$ cat config.mk
export PLATFORM = sky130hd
export DESIGN_NAME = axis_sc16_peak_meter_flat
export DESIGN_NICKNAME = d
export VERILOG_FILES = /design/src/rtl/axis_sc16_if.sv /design/src/rtl/axis_sc16_peak_meter.sv /design/src/flat_wrapper.sv
export SDC_FILE = /design/constraint.sdc
export NUM_CORES = 1
export LEC_CHECK = 0
export ABC_AREA = 1
export ABC_CLOCK_PERIOD_IN_PS = 4200
export BUFFER_PORTS_ARGS = -buffer_cell sky130_fd_sc_hd__buf_2
export CAP_MARGIN = 20
export CORE_MARGIN = 2
export CORE_UTILIZATION = 49
export CTS_CLUSTER_DIAMETER = 100
export CTS_CLUSTER_SIZE = 16
export DETAILED_ROUTE_END_ITERATION = 7
export HOLD_SLACK_MARGIN = 0.02
export PLACE_DENSITY = 0.81
export SYNTH_ARGS = -nofsm -noshare
export SYNTH_HDL_FRONTEND = slang
export SYNTH_SLANG_ARGS = --single-unit
$ cat constraint.sdc
create_clock -name clk -period 4.2 [get_ports clk]
set_input_delay 0.21 -clock clk [delete_from_list [all_inputs] [get_ports clk]]
set_output_delay 0.21 -clock clk [all_outputs]
set_load 0.01 [all_outputs]
$ cat src/rtl/axis_sc16_if.sv
// AXI-Stream bundle for sc16 items: tdata[31:16] = I, tdata[15:0] = Q.
interface axis_sc16_if;
    logic [31:0] tdata;
    logic        tlast;
    logic        tvalid;
    logic        tready;

    modport master (
        output tdata,
        output tlast,
        output tvalid,
        input  tready
    );

    modport slave (
        input  tdata,
        input  tlast,
        input  tvalid,
        output tready
    );
endinterface

$ cat src/rtl/axis_sc16_peak_meter.sv
// Pass-through AXI-Stream sc16 peak meter.
// Forwards items through a single output register and tracks per-window peak |I| and |Q|
// over 2^WIN_LOG2 accepted samples. Optional full-scale sample counter is enabled by
// defining AXIS_SC16_PEAK_METER_CLIP_COUNT_EN; otherwise clip_count is tied to zero.
module axis_sc16_peak_meter #(
    parameter int unsigned WIN_LOG2 = 10,
    parameter int unsigned CNT_W    = 16
) (
    input  logic              clk,
    input  logic              rst_n,
    axis_sc16_if.slave        s_axis,
    axis_sc16_if.master       m_axis,
    input  logic              clear,
    output logic [15:0]       peak_i,
    output logic [15:0]       peak_q,
    output logic              peak_valid,
    output logic [CNT_W-1:0]  clip_count
);

    // |x| for 16-bit two's complement; the most negative value saturates to 32767
    function automatic logic [15:0] mag16(input logic [15:0] x);
        logic [15:0] r;
        if (x == 16'h8000) begin
            r = 16'h7FFF;
        end else if (x[15]) begin
            r = (~x) + 16'd1;
        end else begin
            r = x;
        end
        return r;
    endfunction

    function automatic logic [15:0] max16(input logic [15:0] a, input logic [15:0] b);
        return (a >= b) ? a : b;
    endfunction

    // ------------------------------------------------------------------
    // Ready bring-up: two flops so s_axis.tready first rises on the 2nd edge after release
    // ------------------------------------------------------------------
    logic arm_q, arm_d;
    logic rdy_q, rdy_d;

    // Next-state for the ready bring-up chain
    always_comb begin
        arm_d = 1'b1;
        rdy_d = arm_q;
    end

    // Ready bring-up registers
    always_ff @(posedge clk or negedge rst_n) begin
        if (!rst_n) begin
            arm_q <= 1'b0;
            rdy_q <= 1'b0;
        end else begin
            arm_q <= arm_d;
            rdy_q <= rdy_d;
        end
    end

    // ------------------------------------------------------------------
    // Forwarding register stage
    // ------------------------------------------------------------------
    logic [31:0] tdata_q, tdata_d;
    logic        tlast_q, tlast_d;
    logic        valid_q, valid_d;
    logic        s_ready;
    logic        s_hs;

    assign s_ready       = rdy_q & (~valid_q | m_axis.tready);
    assign s_hs          = s_axis.tvalid & s_ready;
    assign s_axis.tready = s_ready;
    assign m_axis.tdata  = tdata_q;
    assign m_axis.tlast  = tlast_q;
    assign m_axis.tvalid = valid_q;

    // Load a new item on input handshake; drop valid once the held item is taken
    always_comb begin
        tdata_d = tdata_q;
        tlast_d = tlast_q;
        valid_d = valid_q;
        if (s_hs) begin
            tdata_d = s_axis.tdata;
            tlast_d = s_axis.tlast;
            valid_d = 1'b1;
        end else if (m_axis.tready) begin
            valid_d = 1'b0;
        end
    end

    // Output register; reset drops any in-flight item
    always_ff @(posedge clk or negedge rst_n) begin
        if (!rst_n) begin
            tdata_q <= '0;
            tlast_q <= 1'b0;
            valid_q <= 1'b0;
        end else begin
            tdata_q <= tdata_d;
            tlast_q <= tlast_d;
            valid_q <= valid_d;
        end
    end

    // ------------------------------------------------------------------
    // Window peak metering
    // ------------------------------------------------------------------
    logic [15:0]         mag_i, mag_q;
    logic [15:0]         acc_i_q, acc_i_d;
    logic [15:0]         acc_q_q, acc_q_d;
    logic [WIN_LOG2-1:0] cnt_q, cnt_d;
    logic [15:0]         peak_i_q, peak_i_d;
    logic [15:0]         peak_q_q, peak_q_d;
    logic                peak_valid_q, peak_valid_d;
    logic                win_last;

    assign mag_i    = mag16(s_axis.tdata[31:16]);
    assign mag_q    = mag16(s_axis.tdata[15:0]);
    assign win_last = (cnt_q == {WIN_LOG2{1'b1}});

    // Accumulate max magnitudes; clear wins over a coinciding handshake
    always_comb begin
        acc_i_d      = acc_i_q;
        acc_q_d      = acc_q_q;
        cnt_d        = cnt_q;
        peak_i_d     = peak_i_q;
        peak_q_d     = peak_q_q;
        peak_valid_d = 1'b0;
        if (clear) begin
            acc_i_d = '0;
            acc_q_d = '0;
            cnt_d   = '0;
        end else if (s_hs) begin
            if (win_last) begin
                peak_i_d     = max16(acc_i_q, mag_i);
                peak_q_d     = max16(acc_q_q, mag_q);
                peak_valid_d = 1'b1;
                acc_i_d      = '0;
                acc_q_d      = '0;
                cnt_d        = '0;
            end else begin
                acc_i_d = max16(acc_i_q, mag_i);
                acc_q_d = max16(acc_q_q, mag_q);
                cnt_d   = cnt_q + WIN_LOG2'(1);
            end
        end
    end

    // Metering state registers
    always_ff @(posedge clk or negedge rst_n) begin
        if (!rst_n) begin
            acc_i_q      <= '0;
            acc_q_q      <= '0;
            cnt_q        <= '0;
            peak_i_q     <= '0;
            peak_q_q     <= '0;
            peak_valid_q <= 1'b0;
        end else begin
            acc_i_q      <= acc_i_d;
            acc_q_q      <= acc_q_d;
            cnt_q        <= cnt_d;
            peak_i_q     <= peak_i_d;
            peak_q_q     <= peak_q_d;
            peak_valid_q <= peak_valid_d;
        end
    end

    assign peak_i     = peak_i_q;
    assign peak_q     = peak_q_q;
    assign peak_valid = peak_valid_q;

    // ------------------------------------------------------------------
    // Optional full-scale sample counter
    // ------------------------------------------------------------------
`ifdef AXIS_SC16_PEAK_METER_CLIP_COUNT_EN
    logic [CNT_W-1:0] clip_q, clip_d;
    logic             clipped;

    // Either rail at a full-scale code marks the sample as clipped by the gain stage
    assign clipped = (s_axis.tdata[31:16] == 16'h7FFF) || (s_axis.tdata[31:16] == 16'h8000) ||
                     (s_axis.tdata[15:0]  == 16'h7FFF) || (s_axis.tdata[15:0]  == 16'h8000);

    // Saturating count of clipped handshakes; clear has priority
    always_comb begin
        clip_d = clip_q;
        if (clear) begin
            clip_d = '0;
        end else if (s_hs && clipped && (clip_q != {CNT_W{1'b1}})) begin
            clip_d = clip_q + CNT_W'(1);
        end
    end

    // Clip counter register
    always_ff @(posedge clk or negedge rst_n) begin
        if (!rst_n) begin
            clip_q <= '0;
        end else begin
            clip_q <= clip_d;
        end
    end

    assign clip_count = clip_q;
`else
    assign clip_count = '0;
`endif

endmodule

$ cat src/flat_wrapper.sv
// flat-port wrapper written by rule: the top's interface ports become plain ports
module axis_sc16_peak_meter_flat 
#(
    parameter int unsigned WIN_LOG2 = 10,
    parameter int unsigned CNT_W    = 16
)
  (clk, rst_n, clear, peak_i, peak_q, peak_valid, clip_count, s_axis_tdata, s_axis_tlast, s_axis_tvalid, s_axis_tready, m_axis_tdata, m_axis_tlast, m_axis_tvalid, m_axis_tready);
  axis_sc16_if s_axis_i ();
  axis_sc16_if m_axis_i ();
  input  logic clk;
  input  logic rst_n;
  input  logic clear;
  output logic [15:0] peak_i;
  output logic [15:0] peak_q;
  output logic peak_valid;
  output logic [CNT_W-1:0] clip_count;
  input wire logic [$bits(s_axis_i.tdata)-1:0] s_axis_tdata;
  input wire logic [$bits(s_axis_i.tlast)-1:0] s_axis_tlast;
  input wire logic [$bits(s_axis_i.tvalid)-1:0] s_axis_tvalid;
  output wire logic [$bits(s_axis_i.tready)-1:0] s_axis_tready;
  output wire logic [$bits(m_axis_i.tdata)-1:0] m_axis_tdata;
  output wire logic [$bits(m_axis_i.tlast)-1:0] m_axis_tlast;
  output wire logic [$bits(m_axis_i.tvalid)-1:0] m_axis_tvalid;
  input wire logic [$bits(m_axis_i.tready)-1:0] m_axis_tready;
  assign s_axis_i.tdata = s_axis_tdata;
  assign s_axis_i.tlast = s_axis_tlast;
  assign s_axis_i.tvalid = s_axis_tvalid;
  assign s_axis_tready = s_axis_i.tready;
  assign m_axis_tdata = m_axis_i.tdata;
  assign m_axis_tlast = m_axis_i.tlast;
  assign m_axis_tvalid = m_axis_i.tvalid;
  assign m_axis_i.tready = m_axis_tready;
  axis_sc16_peak_meter #(.WIN_LOG2(WIN_LOG2), .CNT_W(CNT_W)) u_core (.clk(clk), .rst_n(rst_n), .s_axis(s_axis_i), .m_axis(m_axis_i), .clear(clear), .peak_i(peak_i), .peak_q(peak_q), .peak_valid(peak_valid), .clip_count(clip_count));
endmodule
**Word-level counts from Yosys, hierarchy flattened**

Index checks and enable logic that the tools add are counted.
Widths: inputs -> output; s select.

- Register bits: 111
- Output and inout bits: 84
- Word-level logic and storage cells: 49
- Input bits: 38

- Equal/unequal tests: 3
- $add $sub $neg: 3
- Bitwise gates (word level): 7
- Multiplexer cells: 20
- Reductions and logical operators: 3
- Order comparisons: 2

Operator list:

| cell | count |
|---|---|
| $mux 16 | 12 |
| $add 16x1->16 const B | 2 |
| $eq 16x16->1 const B | 2 |
| $ge 16x16->1 | 2 |
| $not 16->16 | 2 |
| $mux 10 | 3 |
| $add 10x1->10 const B | 1 |
| $eq 10x10->1 const B | 1 |
| $mux 1 | 5 |
| $reduce_bool 2->1 | 2 |
| $reduce_and 3->1 | 1 |
| $and 1x1->1 | 2 |
| $not 1->1 | 2 |
| $or 1x1->1 | 1 |

**Depth between registers and ports, before layout**

- Depth after elaboration: 9
- Depth in mapped cells: 24
- Mapped depth without buffers: 24

**Worst setup path after synthesis**

No wires, ideal clock.

- Path kind: in2reg
- Start: in s_axis_tdata[16]
- End: reg u_core.peak_i_q[11], in the netlist u_core.peak_i[11]
- Path slack: 1543 ps
- Cell stages on the path: 20
- Required time: 4083 ps
- Buffers on the path: 1
- Library setup time: 117 ps
- Data arrival time: 2540 ps
- Cells stage by stage: inv_1 > ha_1 > inv_1 > nor2_1 > nand2_1 > nor2_1 > inv_1 > nor2_1 > a21oi_1 > ha_1 > nand2_1 > o21ai_0 > nand2_1 > nand2_1 > clkinv_1 > nand2_2 > buf_4 > nand2_1 > nand3_1 > nand2_1

- Cells in the longest elaborated chain, start to end: 6
- Elaborated cells between the ends (all ways): 7
- Classes of those cells: add/sub: 1; order compare: 1; eq/ne: 1; mux: 3; bitwise: 1

RTL lines:

| item | line | source |
|---|---|---|
| start: declaration | flat_wrapper.sv:17 | `input wire logic [$bits(s_axis_i.tdata)-1:0] s_axis_tdata;` |
| $not 16->16 | axis_sc16_peak_meter.sv:26 | `r = (~x) + 16'd1;` |
| $add 16x1->16 | axis_sc16_peak_meter.sv:26 |  |
| $mux 16 | axis_sc16_peak_meter.sv:25 | `end else if (x[15]) begin` |
| $mux 16 (*) | axis_sc16_peak_meter.sv:23 | `if (x == 16'h8000) begin` |
| $ge 16x16->1 | axis_sc16_peak_meter.sv:34 | `return (a >= b) ? a : b;` |
| $mux 16 (*) | n/a |  |
| end signal: assignment | axis_sc16_peak_meter.sv:160 | `peak_i_q <= peak_i_d;` |
| end: declaration | axis_sc16_peak_meter.sv:110 | `logic [15:0] peak_i_q, peak_i_d;` |

Every way passes the cells marked *; elsewhere a longest branch is shown, timed or not.
A chain may end at the register's enable or synchronous reset.

**Worst setup path in the final report**

- Start: in s_axis_tdata[16]
- End: reg u_core.acc_i_q[8]

- Cells in the longest elaborated chain, start to end: 9
- Elaborated cells between the ends (all ways): 10
- Classes of those cells: add/sub: 1; order compare: 1; eq/ne: 1; mux: 6; bitwise: 1

RTL lines:

| item | line | source |
|---|---|---|
| $not 16->16 | axis_sc16_peak_meter.sv:26 |  |
| $add 16x1->16 | axis_sc16_peak_meter.sv:26 |  |
| $mux 16 | axis_sc16_peak_meter.sv:25 |  |
| $mux 16 (*) | axis_sc16_peak_meter.sv:23 |  |
| $ge 16x16->1 | axis_sc16_peak_meter.sv:34 |  |
| $mux 16 (*) | axis_sc16_peak_meter.sv:34 |  |
| $mux 16 (*) | axis_sc16_peak_meter.sv:132 | `if (win_last) begin` |
| $mux 16 (*) | axis_sc16_peak_meter.sv:131 | `end else if (s_hs) begin` |
| $mux 16 (*) | axis_sc16_peak_meter.sv:127 | `if (clear) begin` |
| end signal: assignment | axis_sc16_peak_meter.sv:157 | `acc_i_q <= acc_i_d;` |
| end: declaration | axis_sc16_peak_meter.sv:107 | `logic [15:0] acc_i_q, acc_i_d;` |

Every way passes the cells marked *; elsewhere a longest branch is shown, timed or not. The select of a mux whose other input is x is not followed.

==> out/metrics.yaml <==
run_status:
  outcome: "finished, violations left"
  violations: "hold timing"
routing:
  drt_iter0_drc: 425
  num_vias: 6135
  drtPass1Iterations: 5
  vias_per_cell: 5.11
  drc: 0
  antenna_left: 0
  wl_mm: 16.1
  wire_per_inst_um: 13.4
synth:
  synth-seq-area-share_pct: 41.6
  synthTopCellsByArea: "dfrtp_1 42%, nand2_1 20%, nand3_1 8.3%"
  syn_inst: 926
  syn_area_per_cell_sq_um: 7.21
  yosys_warnings: 0
  netlist_area_sq_um: 6680
  ys_types: 32
  synth_top_cell_by_area: "dfrtp_1"
  synth_seq_cells: 111
  synthDominantCellAreaShare_pct: 41.6
global_route:
  grtUsageMet3_pct: 4.25
  grt_most_used_layer: "met2"
  grt_pass1_vias: 5787
  grt_max_degree: 76
  track_usage_pct: 23.0
  use_met2_pct: 39.7
  gr-total-overflow: 0
  antenna_found_initial: 0
  grt_pass1_wl_mm: 26.8
  grt_util_met1_pct: 29.3
worst_setup_path:
  r2r-end: "u_core.cnt_q[9]"
  critPathLaunchType: "input port"
  regToRegSetupSlack_ns: 1.82
  critPathKind: "input port to flip-flop"
  r2r_start: "u_core.m_axis.tvalid"
  endpoint_kind: "flip-flop"
  crit_path_max_fanout: 16
  crit_required_ns: 4.45
  arrival_ns: 3.27
  rr_worst_depth: 11
clock_network:
  numCtsBuffers: 9
  clkTransAtPathRegs_ns: 0.07
  tritoncts: "yes"
  cts_setup_buffers: 0
  cts_sinks: 111
  h-tree-depth: 3
  cts_hold_buf: 0
  root_buffer: "clkbuf_16"
  cts.path.max_buffers: 2
  ctsResizeCount: 0
  clk_latency_ns: 0.36
floorplanning:
  core.rowCount: 42
  start_util_pct: 50.2
  coreArea_sq_um: 13300
  fp.dieArea_sq_um: 14600
  pin_count: 122
  dieHeight_um: 121
  die_x_um: 121
pwr:
  power_density_nw_per_um2: 345
  finalPower_mw: 2.60
  leakagePower_nw: 4.32
  ir_drop_mv: 0.260
placed_design:
  dpl.cell_count: 1184
  finalWeightedCongestion: 0.951
  hpwl_mm: 11.8
  port_buffers: 105
sta:
  worst_pin_slew_ns: 0.939
  hold_ws_ns: -0.0244
  finClkSkew_ns: 0.00832
  setup_viol: 0
  min_period_ns: 3.02
  max_freq_mhz: 331
  rsz0062_at_grt: "no"
  fin_crit_sh_pct: 71.9
  finalMaxSlewViolations: 0
  slew_headroom_pct: 37.4
  hold_violations: 13
  setup_tns_ns: 0
cells_and_area:
  fill_cells: 1229
  drive_gt1_share_pct: 13.7
  final_cells: 1201
  synthToLayoutAreaGrowth_pct: 13.1
  final_util_pct: 56.8
  nets: 1092
run:
  cap_viol_max_count: 0
hold_path:
  hold_class: "input port to asynchronous set/reset pin"
## stage by stage
stage / setup WS [ns] / cell area, sq um
floorplan: 1.54 / 6730
global placement: 0.869 / 7240
detailed placement: 0.804 / 7240
CTS: 1.17 / 7540
global route: 0.746 / 7540
finish: 1.18 / 7550
## sequential cells by signal (all words and copies together) (netlist names), 10 cells and up
name and flops:
u_core.m_axis.tdata 32, u_core.acc_i_q 16, u_core.acc_q_q 16, u_core.peak_i 16, u_core.peak_q 16, u_core.cnt_q 10
## cells in the mapped netlist
master	n
nand2_2	5
nor3_1	5
and3_1	1
ha_1	35
o21a_1	5
xor2_1	5
nor3b_1	1
nor3_4	2
buf_4	18
and2_1	1
o21bai_1	1
nor4_2	2
buf_2	4
buf_1	3
nand3b_1	1
nor2_1	57
inv_2	2
buf_6	6
o21ai_0	42
clkinv_1	1
nor2_4	1
nand3_1	111
conb_1	2
inv_1	95
inv_4	1
dfrtp_1	111
a21oi_1	37
nor2_2	1
nand2_1	349
clkbuf_1	10
nand4_1	10
nand4_4	1
## layer usage
metal	vias to the layer above	wire length [um]
met5	-	0
met4	0	255
met3	19	822
met2	170	7860
met1	2839	7150
li1	3107	-
## cells by family after synthesis
logic type | synth area share, %
other | 0.113
adders and majority gates | 6.56
and+or+nand+nor | 34.8
DFF | 41.6
xor gates and xnor gates | 0.656
buffers and inverters | 9.67
AOI/OAI and AO/OA | 6.60
## worst max-delay path by stage
stage               cells past startpoint           endpoint              from
floorplan                              20  u_core.peak_i[11]  s_axis_tdata[16]
global placement                       20  u_core.peak_i[13]  s_axis_tdata[16]
CTS                                    20  u_core.acc_i_q[8]  s_axis_tdata[16]
finish                                 20  u_core.acc_i_q[8]  s_axis_tdata[16]
detailed placement                     20  u_core.peak_i[13]  s_axis_tdata[16]
global route                           20   u_core.peak_i[1]  s_axis_tdata[16]
## where the power goes
part	total (mW)	internal [mW]	switching [mW]
clock	0.883	0.481	0.402
sequential	1.20	1.15	0.0547
combinational	0.517	0.175	0.342
## cell type report
cell class	instances	area (sq um)	area share, %
tap	176	220	2.92
antenna	1	2.50	0.0332
timing repair buffer	108	551	7.29
clock inverter	6	67.6	0.895
inverter	99	374	4.96
multi-input combinational	690	3320	43.9
clock buffer	10	239	3.17
sequential	111	2780	36.8
## cell usage in the layout, fill, tap and decap left out, drive strengths merged, types with 10 or more instances in the layout
master	Yosys	layout
nand4	11	11
nand2	354	354
clkbuf	10	10
dfrtp	111	111
inv	98	99
ha	35	35
nand3	111	111
buf	31	108
conb	2	17
o21ai	42	42
nor2	59	59
a21oi	37	37
## critical path, cell delays in order
cell and delay, ns:
buf_2 0.11, inv_1 0.11, ha_1 0.20, inv_1 0.06, nor2_1 0.11, nand2_1 0.08
nor2_1 0.13, inv_1 0.05, nor2_1 0.41, a21oi_1 0.16, ha_1 0.31, nand2_1 0.07
o21ai_0 0.16, nand2_1 0.06, nand2_1 0.08, clkinv_1 0.26, nand2_2 0.38, nand2_1 0.13
nand3_1 0.11, nand2_1 0.06
(Power assumes the default switching activity.)
